### src/rtl/ajuste_relogio_pkg.sv
// rtl/ajuste_relogio_pkg.sv - mode encoding, default timing constants and helpers for the time-set controller
package relogio_pkg;

    typedef enum logic [1:0] {
        MODO_RUN   = 2'd0,
        MODO_SET_H = 2'd1,
        MODO_SET_M = 2'd2
    } modo_t;

    // 10 ms debounce, 1 s hold before repeat, 4 Hz repeat, all at 50 MHz
    localparam int DEB_CYCLES_DEF  = 500_000;
    localparam int HOLD_CYCLES_DEF = 50_000_000;
    localparam int REP_CYCLES_DEF  = 12_500_000;

    function automatic logic is_set_mode(input modo_t m);
        return (m == MODO_SET_H) || (m == MODO_SET_M);
    endfunction

endpackage

### src/rtl/ajuste_relogio_if.sv
// rtl/ajuste_relogio_if.sv - button inputs and counter/display control outputs of the time-set controller
interface ajuste_relogio_if;
    import relogio_pkg::*;

    logic  enable_1hz;
    logic  btn_mode;
    logic  btn_inc;
    modo_t modo;
    logic  run_en;
    logic  inc_hora_adj;
    logic  inc_min_adj;
    logic  sec_clear;
    logic  blink_h;
    logic  blink_m;

    modport master (
        output enable_1hz, btn_mode, btn_inc,
        input  modo, run_en, inc_hora_adj, inc_min_adj, sec_clear, blink_h, blink_m
    );

    modport slave (
        input  enable_1hz, btn_mode, btn_inc,
        output modo, run_en, inc_hora_adj, inc_min_adj, sec_clear, blink_h, blink_m
    );

endinterface

### src/rtl/ajuste_relogio_debounce_btn.sv
// rtl/ajuste_relogio_debounce_btn.sv - 2-FF synchronizer, counting debouncer and press-event pulse for one raw button
module debounce_btn
    import relogio_pkg::*;
#(
    parameter int DEB_CYCLES = DEB_CYCLES_DEF
) (
    input  logic clk,
    input  logic rst_n,
    input  logic raw,
    output logic db,
    output logic rise
);

    localparam int CW = $clog2(DEB_CYCLES + 1);
    localparam logic [CW-1:0] CNT_LAST = CW'(DEB_CYCLES - 1);

    logic          sync_1;
    logic          sync_2;
    logic [CW-1:0] cnt;

    // Synchronize, then let db follow only after DEB_CYCLES consecutive disagreeing cycles
    always_ff @(posedge clk or negedge rst_n) begin
        if (!rst_n) begin
            sync_1 <= 1'b0;
            sync_2 <= 1'b0;
            db     <= 1'b0;
            rise   <= 1'b0;
            cnt    <= '0;
        end else begin
            sync_1 <= raw;
            sync_2 <= sync_1;
            rise   <= 1'b0;
            if (sync_2 != db) begin
                if (cnt == CNT_LAST) begin
                    db   <= sync_2;
                    rise <= sync_2;
                    cnt  <= '0;
                end else begin
                    cnt <= cnt + CW'(1);
                end
            end else begin
                cnt <= '0;
            end
        end
    end

endmodule

### src/rtl/ajuste_relogio.sv
// rtl/ajuste_relogio.sv - RUN/SET_H/SET_M mode FSM with adjust pulses, auto-repeat and blink masks
module ajuste_relogio
    import relogio_pkg::*;
#(
    parameter int DEB_CYCLES  = DEB_CYCLES_DEF,
    parameter int HOLD_CYCLES = HOLD_CYCLES_DEF,
    parameter int REP_CYCLES  = REP_CYCLES_DEF
) (
    input  logic              main_clock,
    input  logic              main_reset,
    ajuste_relogio_if.slave   bus
);

    localparam int HW = $clog2(HOLD_CYCLES + 1);
    localparam int RW = $clog2(REP_CYCLES + 1);
    localparam logic [HW-1:0] HOLD_LAST = HW'(HOLD_CYCLES - 1);
    localparam logic [HW-1:0] HOLD_FULL = HW'(HOLD_CYCLES);
    localparam logic [RW-1:0] REP_LAST  = RW'(REP_CYCLES - 1);

    logic db_mode, rise_mode;
    logic db_inc,  rise_inc;
    logic mode_ev, inc_ev;

    modo_t         modo;
    logic          phase;
    logic          inc_hora_adj;
    logic          inc_min_adj;
    logic          sec_clear;
    logic [HW-1:0] hold_cnt;
    logic [RW-1:0] rep_cnt;

    logic hold_full;
    logic hold_hit;
    logic rep_hit;
    logic adj_req;

    debounce_btn #(.DEB_CYCLES(DEB_CYCLES)) u_deb_mode (
        .clk   (main_clock),
        .rst_n (main_reset),
        .raw   (bus.btn_mode),
        .db    (db_mode),
        .rise  (rise_mode)
    );

    debounce_btn #(.DEB_CYCLES(DEB_CYCLES)) u_deb_inc (
        .clk   (main_clock),
        .rst_n (main_reset),
        .raw   (bus.btn_inc),
        .db    (db_inc),
        .rise  (rise_inc)
    );

    // A press event is only taken while the settled level agrees with it
    assign mode_ev = rise_mode & db_mode;
    assign inc_ev  = rise_inc  & db_inc;

    // Adjust request: a fresh press, the end of the hold delay, or a repeat period boundary
    always_comb begin
        hold_full = (hold_cnt == HOLD_FULL);
        hold_hit  = db_inc && (hold_cnt == HOLD_LAST);
        rep_hit   = db_inc && hold_full && (rep_cnt == REP_LAST);
        adj_req   = inc_ev | hold_hit | rep_hit;
    end

    // Mode FSM, adjust/clear pulses, hold and repeat counters, blink phase
    always_ff @(posedge main_clock or negedge main_reset) begin
        if (!main_reset) begin
            modo         <= MODO_RUN;
            phase        <= 1'b0;
            inc_hora_adj <= 1'b0;
            inc_min_adj  <= 1'b0;
            sec_clear    <= 1'b0;
            hold_cnt     <= '0;
            rep_cnt      <= '0;
        end else begin
            inc_hora_adj <= 1'b0;
            inc_min_adj  <= 1'b0;
            sec_clear    <= 1'b0;
            if (mode_ev) begin
                // Mode change wins over any inc activity in this cycle
                hold_cnt <= '0;
                rep_cnt  <= '0;
                phase    <= 1'b0;
                case (modo)
                    MODO_RUN:   modo <= MODO_SET_H;
                    MODO_SET_H: modo <= MODO_SET_M;
                    MODO_SET_M: begin
                        modo      <= MODO_RUN;
                        sec_clear <= 1'b1;
                    end
                    default:    modo <= MODO_RUN;
                endcase
            end else if (is_set_mode(modo)) begin
                if (bus.enable_1hz) begin
                    phase <= ~phase;
                end
                if (db_inc) begin
                    if (!hold_full) begin
                        hold_cnt <= hold_cnt + HW'(1);
                    end else if (rep_hit) begin
                        rep_cnt <= '0;
                    end else begin
                        rep_cnt <= rep_cnt + RW'(1);
                    end
                end else begin
                    hold_cnt <= '0;
                    rep_cnt  <= '0;
                end
                if (modo == MODO_SET_H) begin
                    inc_hora_adj <= adj_req;
                end else begin
                    inc_min_adj <= adj_req;
                end
            end else begin
                // RUN ignores inc; the unused encoding falls back to RUN
                hold_cnt <= '0;
                rep_cnt  <= '0;
                if (modo != MODO_RUN) begin
                    modo <= MODO_RUN;
                end
            end
        end
    end

    assign bus.modo         = modo;
    assign bus.run_en       = (modo == MODO_RUN);
    assign bus.inc_hora_adj = inc_hora_adj;
    assign bus.inc_min_adj  = inc_min_adj;
    assign bus.sec_clear    = sec_clear;
    assign bus.blink_h      = (modo == MODO_SET_H) & phase;
    assign bus.blink_m      = (modo == MODO_SET_M) & phase;

endmodule

### src/flat_wrapper.sv
// flat-port wrapper written by rule: the top's interface ports become plain ports
module ajuste_relogio_flat import relogio_pkg::*;
#(
    parameter int DEB_CYCLES  = DEB_CYCLES_DEF,
    parameter int HOLD_CYCLES = HOLD_CYCLES_DEF,
    parameter int REP_CYCLES  = REP_CYCLES_DEF
)
  (main_clock, main_reset, bus_enable_1hz, bus_btn_mode, bus_btn_inc, bus_modo, bus_run_en, bus_inc_hora_adj, bus_inc_min_adj, bus_sec_clear, bus_blink_h, bus_blink_m);
  ajuste_relogio_if bus_i ();
  input  logic main_clock;
  input  logic main_reset;
  input wire logic [$bits(bus_i.enable_1hz)-1:0] bus_enable_1hz;
  input wire logic [$bits(bus_i.btn_mode)-1:0] bus_btn_mode;
  input wire logic [$bits(bus_i.btn_inc)-1:0] bus_btn_inc;
  output wire logic [$bits(bus_i.modo)-1:0] bus_modo;
  output wire logic [$bits(bus_i.run_en)-1:0] bus_run_en;
  output wire logic [$bits(bus_i.inc_hora_adj)-1:0] bus_inc_hora_adj;
  output wire logic [$bits(bus_i.inc_min_adj)-1:0] bus_inc_min_adj;
  output wire logic [$bits(bus_i.sec_clear)-1:0] bus_sec_clear;
  output wire logic [$bits(bus_i.blink_h)-1:0] bus_blink_h;
  output wire logic [$bits(bus_i.blink_m)-1:0] bus_blink_m;
  assign bus_i.enable_1hz = bus_enable_1hz;
  assign bus_i.btn_mode = bus_btn_mode;
  assign bus_i.btn_inc = bus_btn_inc;
  assign bus_modo = bus_i.modo;
  assign bus_run_en = bus_i.run_en;
  assign bus_inc_hora_adj = bus_i.inc_hora_adj;
  assign bus_inc_min_adj = bus_i.inc_min_adj;
  assign bus_sec_clear = bus_i.sec_clear;
  assign bus_blink_h = bus_i.blink_h;
  assign bus_blink_m = bus_i.blink_m;
  ajuste_relogio #(.DEB_CYCLES(DEB_CYCLES), .HOLD_CYCLES(HOLD_CYCLES), .REP_CYCLES(REP_CYCLES)) u_core (.main_clock(main_clock), .main_reset(main_reset), .bus(bus_i));
endmodule
### config.mk
export PLATFORM = sky130hd
export DESIGN_NAME = ajuste_relogio_flat
export DESIGN_NICKNAME = d
export VERILOG_FILES = /design/src/rtl/ajuste_relogio_pkg.sv /design/src/rtl/ajuste_relogio_if.sv /design/src/rtl/ajuste_relogio_debounce_btn.sv /design/src/rtl/ajuste_relogio.sv /design/src/flat_wrapper.sv
export SDC_FILE = /design/constraint.sdc
export NUM_CORES = 1
export LEC_CHECK = 0
export CAP_MARGIN = 20
export CORE_MARGIN = 4
export CORE_UTILIZATION = 50
export CTS_BUF_LIST = sky130_fd_sc_hd__clkbuf_4 sky130_fd_sc_hd__clkbuf_8 sky130_fd_sc_hd__clkbuf_16
export DETAILED_ROUTE_END_ITERATION = 10
export PLACE_DENSITY_LB_ADDON = 0.2
export SLEW_MARGIN = 20
export SYNTH_ARGS = -nofsm -noshare
export SYNTH_HDL_FRONTEND = slang
export SYNTH_SLANG_ARGS = --single-unit
### constraint.sdc
create_clock -name main_clock -period 4.85 [get_ports main_clock]
set_input_delay 0.485 -clock main_clock [delete_from_list [all_inputs] [get_ports main_clock]]
set_output_delay 0.485 -clock main_clock [all_outputs]
set_load 0.05 [all_outputs]
# Yosys cells after proc, flatten, opt, wreduce, memory -nomap -nowiden
# Cells that the tools add are included.
[totals]
reg_bits = 102
elab_cells = 85
in_bits = 5
output_inout_bits = 8
[classes]
bitwise_logic = 7
n_eq_ne = 12
muxes = 32
reduce_logical = 13
addsub = 4
[ops]
columns = ["cell", "count"]
rows = [
  ["2-to-1 mux 24 bit", 5],
  ["2-to-1 mux 26 bit", 4],
  ["2-to-1 mux 19 bit", 4],
  ["equality test 26 bit (second input constant)", 2],
  ["adder 19 x 1 -> 19 bit (second input constant)", 2],
  ["equality test 19 bit (second input constant)", 2],
  ["adder 26 x 1 -> 26 bit (second input constant)", 1],
  ["adder 24 x 1 -> 24 bit (second input constant)", 1],
  ["equality test 24 bit (second input constant)", 1],
  ["2-to-1 mux 1 bit", 15],
  ["AND reduction 2 bit", 4],
  ["nonzero test 2 bit", 4],
  ["2-to-1 mux 2 bit", 3],
  ["bitwise AND 1 bit", 4],
  ["inequality test 4 x 2 -> 1 bit (second input constant)", 1],
  ["inequality test 4 x 3 -> 1 bit (second input constant)", 1],
  ["one-hot mux 2 bit (2 select lines)", 1],
  ["logical AND 1 bit", 3],
  ["equality test 2 x 1 -> 1 bit (second input constant)", 1],
  ["equality test 2 bit (second input constant)", 1],
  ["logical NOT 2 bit", 1],
  ["inequality test 1 bit", 2],
  ["inequality test 2 x 1 -> 1 bit (second input constant)", 1],
  ["OR 1 bit", 2],
  ["2 further kinds", 2],
]

# Longest topological paths before layout
# Gate-level depths: netlist of the first run.
[depth]
depth_word = 8
ltp_mapped = 9

# Cells and area by module
# From an unflattened synthesis of the first run, not the netlist that was laid out.
[unflattened]
cells_unflattened = 574
area_unflattened_um2 = 5446.5
[modules_own_cells]
columns = ["module", "n_inst", "seq_area_each_um2", "cells_per_inst", "area_per_inst_um2"]
rows = [
  ["ajuste_relogio", 1, 1401.3, 354, 3209.3],
  ["debounce_btn", 2, 575.6, 110, 1118.6],
]

# Worst setup path before layout of the first run
# No wires, ideal clock.
[synth_path]
kind = "reg2reg"
start = "reg u_core.modo[0], in the netlist u_core.bus.modo[0]"
end = "reg u_core.rep_cnt[4]"
path_buffers = 2
arrival_ps = 2547
required_time_ps = 4773
synth_period_minus_slack_ps = 2624
slack_ps = 2226
stages_incl_launch_ff = 10
cell_sequence = "dfrtp_1 > inv_1 > ha_1 > a21boi_0 > and2_1 > o31a_1 > buf_2 > clkbuf_1 > o21ai_0 > a21oi_1"
[synth_via]
elab_chain_cells = 4
[synth_lines]
columns = ["item", "line", "text"]
rows = [
  ["start: declaration", "ajuste_relogio.sv:24", "modo_t modo;"],
  ["start signal: assignment", "ajuste_relogio.sv:68", "modo <= MODO_RUN;"],
  ["start signal: assignment", "ajuste_relogio.sv:85", "MODO_RUN: modo <= MODO_SET_H;"],
  ["start signal: assignment", "ajuste_relogio.sv:86", "MODO_SET_H: modo <= MODO_SET_M;"],
  ["equality test 2 x 1 -> 1 bit / equality test 2 bit (equally long branches)", "ajuste_relogio_pkg.sv:16", "return (m == MODO_SET_H) || (m == MODO_SET_M);"],
  ["logical OR 1 bit *", "ajuste_relogio_pkg.sv:16", ""],
  ["2-to-1 mux 24 bit", "ajuste_relogio.sv:93", "end else if (is_set_mode(modo)) begin"],
  ["2-to-1 mux 24 bit", "ajuste_relogio.sv:79", "if (mode_ev) begin"],
  ["end signal: assignment", "ajuste_relogio.sv:103", "rep_cnt <= rep_cnt + RW'(1);"],
  ["end: declaration", "ajuste_relogio.sv:30", "logic [RW-1:0] rep_cnt;"],
]
# Mark *: on every way between the ends. The rest lies on a longest branch, timed or not.
# A chain may end at the register's enable or synchronous reset.

# Worst setup path after layout of the first run
[layout_path]
start = "reg u_core.rep_cnt[7]"
end = "reg u_core.rep_cnt[9]"
[layout_via]
elab_chain_cells = 7
[layout_lines]
columns = ["item", "line", "text"]
rows = [
  ["branches (longest 2 deep; another with adder 24 x 1 -> 24 bit)", "--", ""],
  ["2-to-1 mux 24 bit *", "ajuste_relogio.sv:100", "end else if (rep_hit) begin"],
  ["2-to-1 mux 24 bit *", "ajuste_relogio.sv:98", "if (!hold_full) begin"],
  ["2-to-1 mux 24 bit *", "ajuste_relogio.sv:97", "if (db_inc) begin"],
  ["2-to-1 mux 24 bit *", "ajuste_relogio.sv:93", ""],
  ["2-to-1 mux 24 bit *", "ajuste_relogio.sv:79", ""],
]
# Every way passes the cells marked *. The select of a mux whose other input is x is not followed.

==> impl_metrics.toml, run 1 <==
[sta]
rsz0062_at_grt = "false"
min_period_ns = 2.72
tightest_slew_ns = 0.883
hold_viol_final = 0
timing.final.ws_setup_ns = 2.13
setup_viol = 0
slew_headroom_pct = 41.1
drv_slew = 0
fin_crit_sh_pct = 56.2
tns_ns = 0
skew_ns = 0.0115
fmax_mhz = 367

[cells_and_area]
final_common_cell = "dfrtp_1"
drive_gt1_share_pct = 6.28
final_nets = 567
fillers = 879
diodes = 0
layout_common_cells = "dfrtp_1, nor2_1, nand2_1"
area_growth_pct = 9.04
post-route-util_pct = 57.0

[synth]
syn_area_sq_um = 5180
synthDistinctLibCells = 43
post-synth-top-area-cell = "dfrtp_1"
avgSynthCellArea_sq_um = 9.54
seq_area_frac_synth_pct = 49.3
yosysWarningCount = 0
synthFlopType = "dfrtp_1"
synth_area_leaders = "dfrtp_1, nor2_1, xor2_1"
synth_edf_count = 0
synth-seq-cells = 102
netlist.area_leader.share_pct = 49.3
syn-num-nets = 557
async_flop_share_pct = 100
synth_cells = 543

[die]
num_io_pins = 13
start_util_pct = 52.3
die_height_um = 110
fp.dieW_um = 110
core_area_sq_um = 9910
design.die.area_sq_um = 12000
std_cell_rows = 36

[place]
dp_hpwl_um = 6900
gp_congestion = 0.829
numPortBuffers = 12
place_ws_ns = 2.15

[grt]
grt_pass1_vias = 3870
antenna_found_initial = 0
grt_overflow_total = 0
grt_max_degree = 71
grt_pass1_wl_um = 17700
grt_usage_pct = 18.9

[critical_path]
crit_arrival_ns = 2.97
r2r_slack_ns = 2.13
reg2reg_depth = 5
crit_fanout = 14
start_kind = "flip-flop"
timing.rr.end = "u_core.rep_cnt[9]"
cp.required_ns = 5.09
reg2reg_from = "u_core.rep_cnt[7]"
criticalPathCategory = "reg -> reg"
cp-end-kind = "flip-flop"

[power_and_ir_drop]
p_switching_uw = 328
ir_drop_v = 0.000198
internal_power_mw = 1.16
swShare_pct = 22.0
finalPower_mw = 1.49
power_density_nw_per_um2 = 263
clkPwrFrac_pct = 40.0
comb_power_share_pct = 2.2
p_leak_nw = 2.16
seqPwrFrac_pct = 57.8

[outcome]
status = "completed"

[route]
vias_per_cell = 5.66
finalWirelength_um = 10100
routedWlPerCell_um = 14.6
drt_iter0_markers = 151
drtAntennaViolNets = 0
firstDrtPassIters = 4
drc = 0
vias = 3908

[run]
cap_viol_max_count = 0

[clocking]
cts_setup_buffers = 0
cts_sinks = 102
root_buffer = "clkbuf_8"
tritoncts = "done"
cts_resized = 0
cts.hold.buffers_added = 0
clk_pin_slew_ns = 0.10
h-tree-depth = 3
numCtsBuffers = 9
cts_buffer_depth = 2
clk_latency_ns = 0.38

[worst_hold_path]
hp-class = "in -> async"
kinds of logic after synthesis:
| kind of cell | Yosys count | share of synthesized area [%] |
|---|---|---|
| simple gates | 274 | 28.2 |
| flops | 102 | 49.3 |
| compound gates | 66 | 7.54 |
| xor+xnor | 58 | 9.81 |
| buf+inv | 32 | 2.56 |
| fa+ha+maj | 9 | 2.17 |
| mux | 2 | 0.435 |
worst max-delay path, stage by stage, from the launching register on:
cell and delay [ns]:
dfrtp_1 0.43, or4_1 0.54, nor4_2 0.60, nand2_1 0.29, o21ai_2 0.61, a21oi_1 0.10
per-stage QoR:
stage	area (sq um)	std cells	hold slack, ns
after CTS	5650	690	0.233
after floorplan	5180	543	0.189
after global routing	5650	690	0.283
after global placement	5410	674	0.335
after detailed placement	5430	675	0.336
final	5650	690	0.220
sequential cells by signal (all words and copies together) (netlist names):
| name | cells |
|---|---|
| u_core.hold_cnt | 26 |
| u_core.rep_cnt | 24 |
| u_core.u_deb_inc.cnt | 19 |
| u_core.u_deb_mode.cnt | 19 |
| u_core.bus.modo | 2 |
| u_core.bus.inc_hora_adj | 1 |
| u_core.bus.inc_min_adj | 1 |
| u_core.bus.sec_clear | 1 |
| u_core.phase | 1 |
| u_core.u_deb_inc.db | 1 |
| u_core.u_deb_inc.rise | 1 |
| u_core.u_deb_inc.sync_1 | 1 |
| u_core.u_deb_inc.sync_2 | 1 |
| u_core.u_deb_mode.db | 1 |
| u_core.u_deb_mode.rise | 1 |
| u_core.u_deb_mode.sync_1 | 1 |
| u_core.u_deb_mode.sync_2 | 1 |
power groups by stage:
stage	sequential [mW]	clock (mW)	combinational [mW]
final	0.860	0.595	0.0326
after global routing	0.861	0.655	0.0392
after CTS	0.860	0.621	0.0347
after detailed placement	0.877	0	0.0346
after global placement	0.877	0	0.0344
after floorplan	0.876	0	0.0114
worst max path at each step:
stage	from	to	slack [ns]	cells after the start
floorplan	u_core.bus.modo[0]	u_core.rep_cnt[4]	2.23	9
global placement	u_core.bus.modo[0]	u_core.rep_cnt[20]	2.06	7
detailed placement	u_core.rep_cnt[7]	u_core.rep_cnt[9]	2.15	5
CTS	u_core.rep_cnt[5]	u_core.rep_cnt[9]	2.16	5
global route	u_core.bus.modo[1]	u_core.rep_cnt[2]	1.94	7
finish	u_core.rep_cnt[7]	u_core.rep_cnt[9]	2.13	5
metal layers:
layer / wire length [um] / global-route usage (%) / vias up / share of wire (%)
met1: 4820 / 24.4 / 1906 / 48
li1: - / - / 1946 / -
met3: 297 / 4.99 / 19 / 2.9
met5: 0 / 0 / - / 0
met4: 223 / 8.37 / 0 / 2.2
met2: 4740 / 30.0 / 37 / 47
Yosys cell counts, drive strengths merged, types with 2 or more instances:
cell type  count
dfrtp        102
nor2          77
nand2         39
a21oi         32
nand3         32
xor2          32
xnor2         26
nand4         23
inv           16
nor3          16
or4           16
and3          15
o21ai         15
nor4          13
or3           13
clkbuf        12
ha             9
o31ai          9
and2           6
nand4b         5
or4b           5
buf            4
or2            4
a22oi          3
and4           3
a21boi         2
a32o           2
mux2           2
nor4b          2
o41ai          2
layout make-up:
type                            count  area (sq um)  share of cell area [%]
Sequential cell                   102          2550                    45.2
Multi-Input combinational cell    409          2490                    44.2
Tap cell                          133           166                    2.95
Timing Repair Buffer               15           160                    2.84
Clock buffer                       10           131                    2.33
Clock inverter                      5          82.6                    1.46
Inverter                           16          60.1                    1.06
No activity file was read; power rests on OpenSTA's default activity.
==> inputs of run 2 (changes only) <==
clock period = 2.6 ns   (was 4.85 ns; I/O delays follow)
==> impl_metrics.toml, run 2 (same netlist as run 1, synthesis figures left out) <==
[worst_hold_path]
hp-class = "in -> reg"
holdPathStages = 1
min_from = "bus_btn_mode"
min_to = "u_core.u_deb_mode.sync_1"

[route]
finalWirelength_um = 10300
drc = 0
firstDrtPassIters = 4
vias = 4002
drtAntennaViolNets = 0
drt_iter0_markers = 227
vias_per_cell = 5.71
routedWlPerCell_um = 14.7

[grt]
grt_pass1_vias = 4049
grt_pass1_wl_um = 18900
grt_max_degree = 63
antenna_found_initial = 0
grt_usage_pct = 19.6
grt_overflow_total = 0

[die]
design.die.area_sq_um = 12000
core_area_sq_um = 9910
num_io_pins = 13
die_height_um = 110
start_util_pct = 52.3
fp.dieW_um = 110
std_cell_rows = 36

[cells_and_area]
fillers = 893
reg_top3 = "u_core.hold_cnt: 26 flops, u_core.rep_cnt: 24 flops"
regArea_sq_um = 2550
regMostFlops = "u_core.hold_cnt"
multi_input_area_sq_um = 2490
drive_gt1_share_pct = 8.45
area_growth_pct = 10.2
largest_reg_flops = 26
final_common_cell = "dfrtp_1"
diodes = 0
layout_common_cells = "dfrtp_1, nor2_1, nand2_1"
final_nets = 577

[critical_path]
max_stage_delay_ns = 0.80
cp.required_ns = 2.34
cp_top_family = "buffers and inverters"
cp-end-kind = "output pin"
start_kind = "flip-flop"
reg2reg_depth = 8
criticalPathCategory = "reg -> out"
crit_chain = "inv_1 -> ha_1 -> and2_1 -> clkdlybuf4s50_1"
crit_arrival_ns = 2.09
r2r_slack_ns = 0.25
critPathSlowestCell = "clkdlybuf4s50_1"
reg2reg_from = "u_core.bus.modo[0]"
timing.rr.end = "u_core.rep_cnt[23]"
crit_fanout = 4
worstPathBufferInverterCount = 2

[sta]
min_period_ns = 2.35
fmax_mhz = 426
hold_viol_final = 0
rsz0062_at_grt = "false"
setup_viol = 0
tns_ns = 0
drv_slew = 0
slew_headroom_pct = 47.5
fin_crit_sh_pct = 90.4
skew_ns = 0.00845
tightest_slew_ns = 0.780

[power_and_ir_drop]
finalPower_mw = 2.70
comb_power_share_pct = 2.4
swShare_pct = 22.2
seqPwrFrac_pct = 59.5
power_density_nw_per_um2 = 472
internal_power_mw = 2.10
clkPwrFrac_pct = 38.1
p_switching_uw = 598
p_leak_nw = 2.20
ir_drop_v = 0.000344

[place]
numPortBuffers = 12
dp_hpwl_um = 7200
gp_congestion = 0.810

[clocking]
root_buffer = "clkbuf_8"
clk_pin_slew_ns = 0.10
h-tree-depth = 3
tritoncts = "done"
clk_latency_ns = 0.36
cts_buffer_depth = 2
numCtsBuffers = 9
cts_sinks = 102
cts_setup_buffers = 0

[run]
cap_viol_max_count = 0

[outcome]
status = "completed"
[run 2: worst max-delay path by stage]
stage	start	to	depth (start not counted)
final	u_core.bus.modo[1]	bus_blink_h	4
after global routing	u_core.bus.modo[0]	u_core.rep_cnt[12]	8
after CTS	u_core.bus.modo[0]	u_core.rep_cnt[23]	8
after detailed placement	u_core.bus.modo[0]	u_core.rep_cnt[23]	8
after global placement	u_core.bus.modo[0]	u_core.rep_cnt[23]	8
after floorplan	u_core.bus.modo[0]	u_core.rep_cnt[4]	9
[run 2: cell type report]
type | count | area share (%)
sequential | 102 | 44.8
clock inverter | 5 | 1.01
multi-input combinational | 409 | 43.7
tap | 133 | 2.91
clock buffer | 11 | 2.54
timing repair buffer | 25 | 4.03
inverter | 16 | 1.05
[run 2: power by group through the flow]
stage / Combinational [mW] / Clock, mW / Sequential (mW)
after floorplan: 0.0213 / 0 / 1.63
after global placement: 0.0655 / 0 / 1.64
after detailed placement: 0.0660 / 0 / 1.64
after CTS: 0.0675 / 1.07 / 1.61
after global routing: 0.0761 / 1.14 / 1.61
final: 0.0640 / 1.03 / 1.61
[run 2: layer usage]
layer  share of wire [%]  track usage, %  wire length (um)
met5                   0               0                 0
met4                0.95            5.43                98
met3                 3.5            4.11               358
met2                  49            32.6              5100
met1                  46            26.1              4780
[run 2: per-stage QoR]
step,util (%),std cells,hold WS [ns],worst slack [ns],instance area (sq um)
floorplan,-,543,-0.0356,0.143,5180
detailed placement,55.5,684,0.285,0.203,5500
CTS,57.6,701,0.309,0.191,5710
global route,57.6,701,0.303,0.0993,5710
finish,57.6,701,0.334,0.251,5710
global placement,55.5,684,0.280,0.313,5500
[run 2: worst reg2reg max path, stage by stage (launching register included)]
cell      delay, ns
dfrtp_2        0.44
inv_1          0.12
ha_1           0.27
a21boi_0       0.17
and2_1         0.26
o31a_2         0.21
buf_4          0.21
or4_1          0.46
a21oi_1        0.15
[run 2: timing repair]
action	in CTS	in global routing
endpoints found under the hold margin	40	0
endpoints found under the setup margin	0	7
hold buffers	1	0
gates resized for setup	0	1
==> inputs of run 3 (changes only) <==
SETUP_SLACK_MARGIN = 0.15   (was not set)
==> impl_metrics.toml, run 3 (same netlist as run 1, synthesis figures left out) <==
[clocking]
numCtsBuffers = 9
clk_latency_ns = 0.37
root_buffer = "clkbuf_8"
clk_pin_slew_ns = 0.09
h-tree-depth = 3
tritoncts = "done"
cts_buffer_depth = 2
cts_sinks = 102

[sta]
drv_slew = 0
tightest_slew_ns = 0.710
timing.final.ws_setup_ns = 0.206
setup_viol = 0
fmax_mhz = 418
slew_headroom_pct = 52.3
skew_ns = 0.0106
fin_crit_sh_pct = 92.1
min_period_ns = 2.39
tns_ns = 0
hold_viol_final = 0
rsz0062_at_grt = "true"

[place]
dp_hpwl_um = 7270
numPortBuffers = 12
gp_congestion = 0.838
place_ws_ns = 0.190

[critical_path]
criticalPathCategory = "reg -> out"
start_kind = "flip-flop"
cp.depth = 4
reg2reg_depth = 8
crit_arrival_ns = 2.13
critPathSlowestCell = "clkdlybuf4s50_1"
max_stage_delay_ns = 0.80
crit_fanout = 4
crit_chain = "inv_1 -> ha_1 -> and2_1 -> clkdlybuf4s50_1"
cp-end-kind = "output pin"
cp.required_ns = 2.34
cp_top_family = "buffers and inverters"
worstPathBufferInverterCount = 2

[route]
drt-met1-wl_um = 4820
drt_iter0_markers = 202
firstDrtPassIters = 5
routedWlPerCell_um = 14.8
top_layer_used = "met4"
finalWirelength_um = 10400
vias = 4020
drtAntennaViolNets = 0
dr_wl_met2_um = 5060
vias_per_cell = 5.71
drc = 0
wl_met3_um = 416

[cells_and_area]
final_nets = 582
final_common_cell = "dfrtp_1"
diodes = 0
regMostFlops = "u_core.hold_cnt"
largest_reg_flops = 26
area_growth_pct = 10.9
reg_top3 = "u_core.hold_cnt: 26 flops, u_core.rep_cnt: 24 flops"
layout_common_cells = "dfrtp_1, nor2_1, nand2_1, nand3_1, xor2_1"
drive_gt1_share_pct = 10.2

[die]
start_util_pct = 52.3
num_io_pins = 13
fp.dieW_um = 110
std_cell_rows = 36
die_height_um = 110
design.die.area_sq_um = 12000
core_area_sq_um = 9910

[outcome]
status = "completed"

[grt]
grt_pass1_vias = 3989
antenna_found_initial = 0
grt_usage_pct = 19.4
grt_overflow_total = 0
grt_max_degree = 45
grt_pass1_wl_um = 18700

[power_and_ir_drop]
p_leak_nw = 2.21
ir_drop_v = 0.000329
power_density_nw_per_um2 = 448
finalPower_mw = 2.57

[run]
cap_viol_max_count = 0

[worst_hold_path]
hp-class = "in -> reg"
holdPathStages = 1
[run 3: worst reg2reg max path, delay by kind of cell, from the launching register on]
| kind | cells | cell delay, ns |
|---|---|---|
| DFF | 1 | 0.44 |
| and+or+nand+nor | 2 | 0.85 |
| AOI/OAI and AO/OA | 3 | 0.42 |
| adders and majority gates | 1 | 0.22 |
| buffers and inverters | 2 | 0.33 |
[run 3: repair_timing]
action                     CTS  global route
setup buffers                0             4
hold endpoints to repair    36             0
gates resized for setup      0            10
hold buffers                 1             0
setup endpoints to repair    0            14
[run 3: final timing paths]
| path | startpoint | to | slack, ns |
|---|---|---|---|
| min reg2reg | u_core.u_deb_mode.sync_1 | u_core.u_deb_mode.sync_2 | 0.36 |
| max reg2reg | u_core.bus.modo[1] | u_core.rep_cnt[14] | 0.28 |
| min in group asynchronous | main_reset | u_core.u_deb_inc.cnt[2] | 0.40 |
| min | bus_btn_mode | u_core.u_deb_mode.sync_1 | 0.33 |
| max in group asynchronous | main_reset | u_core.rep_cnt[13] | 1.54 |
| max | u_core.bus.modo[1] | bus_blink_h | 0.21 |
[run 3: metrics by stage]
| step | area, sq um | hold WS (ns) | std cells | utilization (%) |
|---|---|---|---|---|
| 4_1_cts | 5680 | 0.306 | 700 | 57.3 |
| 3_3_place_gp | 5500 | 0.257 | 685 | 55.5 |
| 6_report | 5740 | 0.333 | 704 | 57.9 |
| 3_5_place_dp | 5500 | 0.260 | 685 | 55.5 |
| 2_1_floorplan | 5180 | -0.0356 | 543 | - |
| 5_1_grt | 5740 | 0.305 | 704 | 57.9 |
[run 3: cell type report]
class	count	area, sq um
Clock inverter	4	32.5
Clock buffer	10	138
Tap cell	133	166
Timing Repair Buffer	30	268
Inverter	16	60.1
Fill cell	859	4170
Multi-Input combinational cell	409	2520
Sequential cell	102	2560
[run 3: metal layers]
metal  track usage [%]  up-vias
li1                  -     1973
met1              25.7     1947
met2              31.7       88
met3              4.11       12
met4              6.14        0
met5                 0        -
[run 3: report_power, final]
part           internal, mW  switching, mW
Combinational        0.0189         0.0465
Sequential             1.60        0.00920
Clock                 0.369          0.531
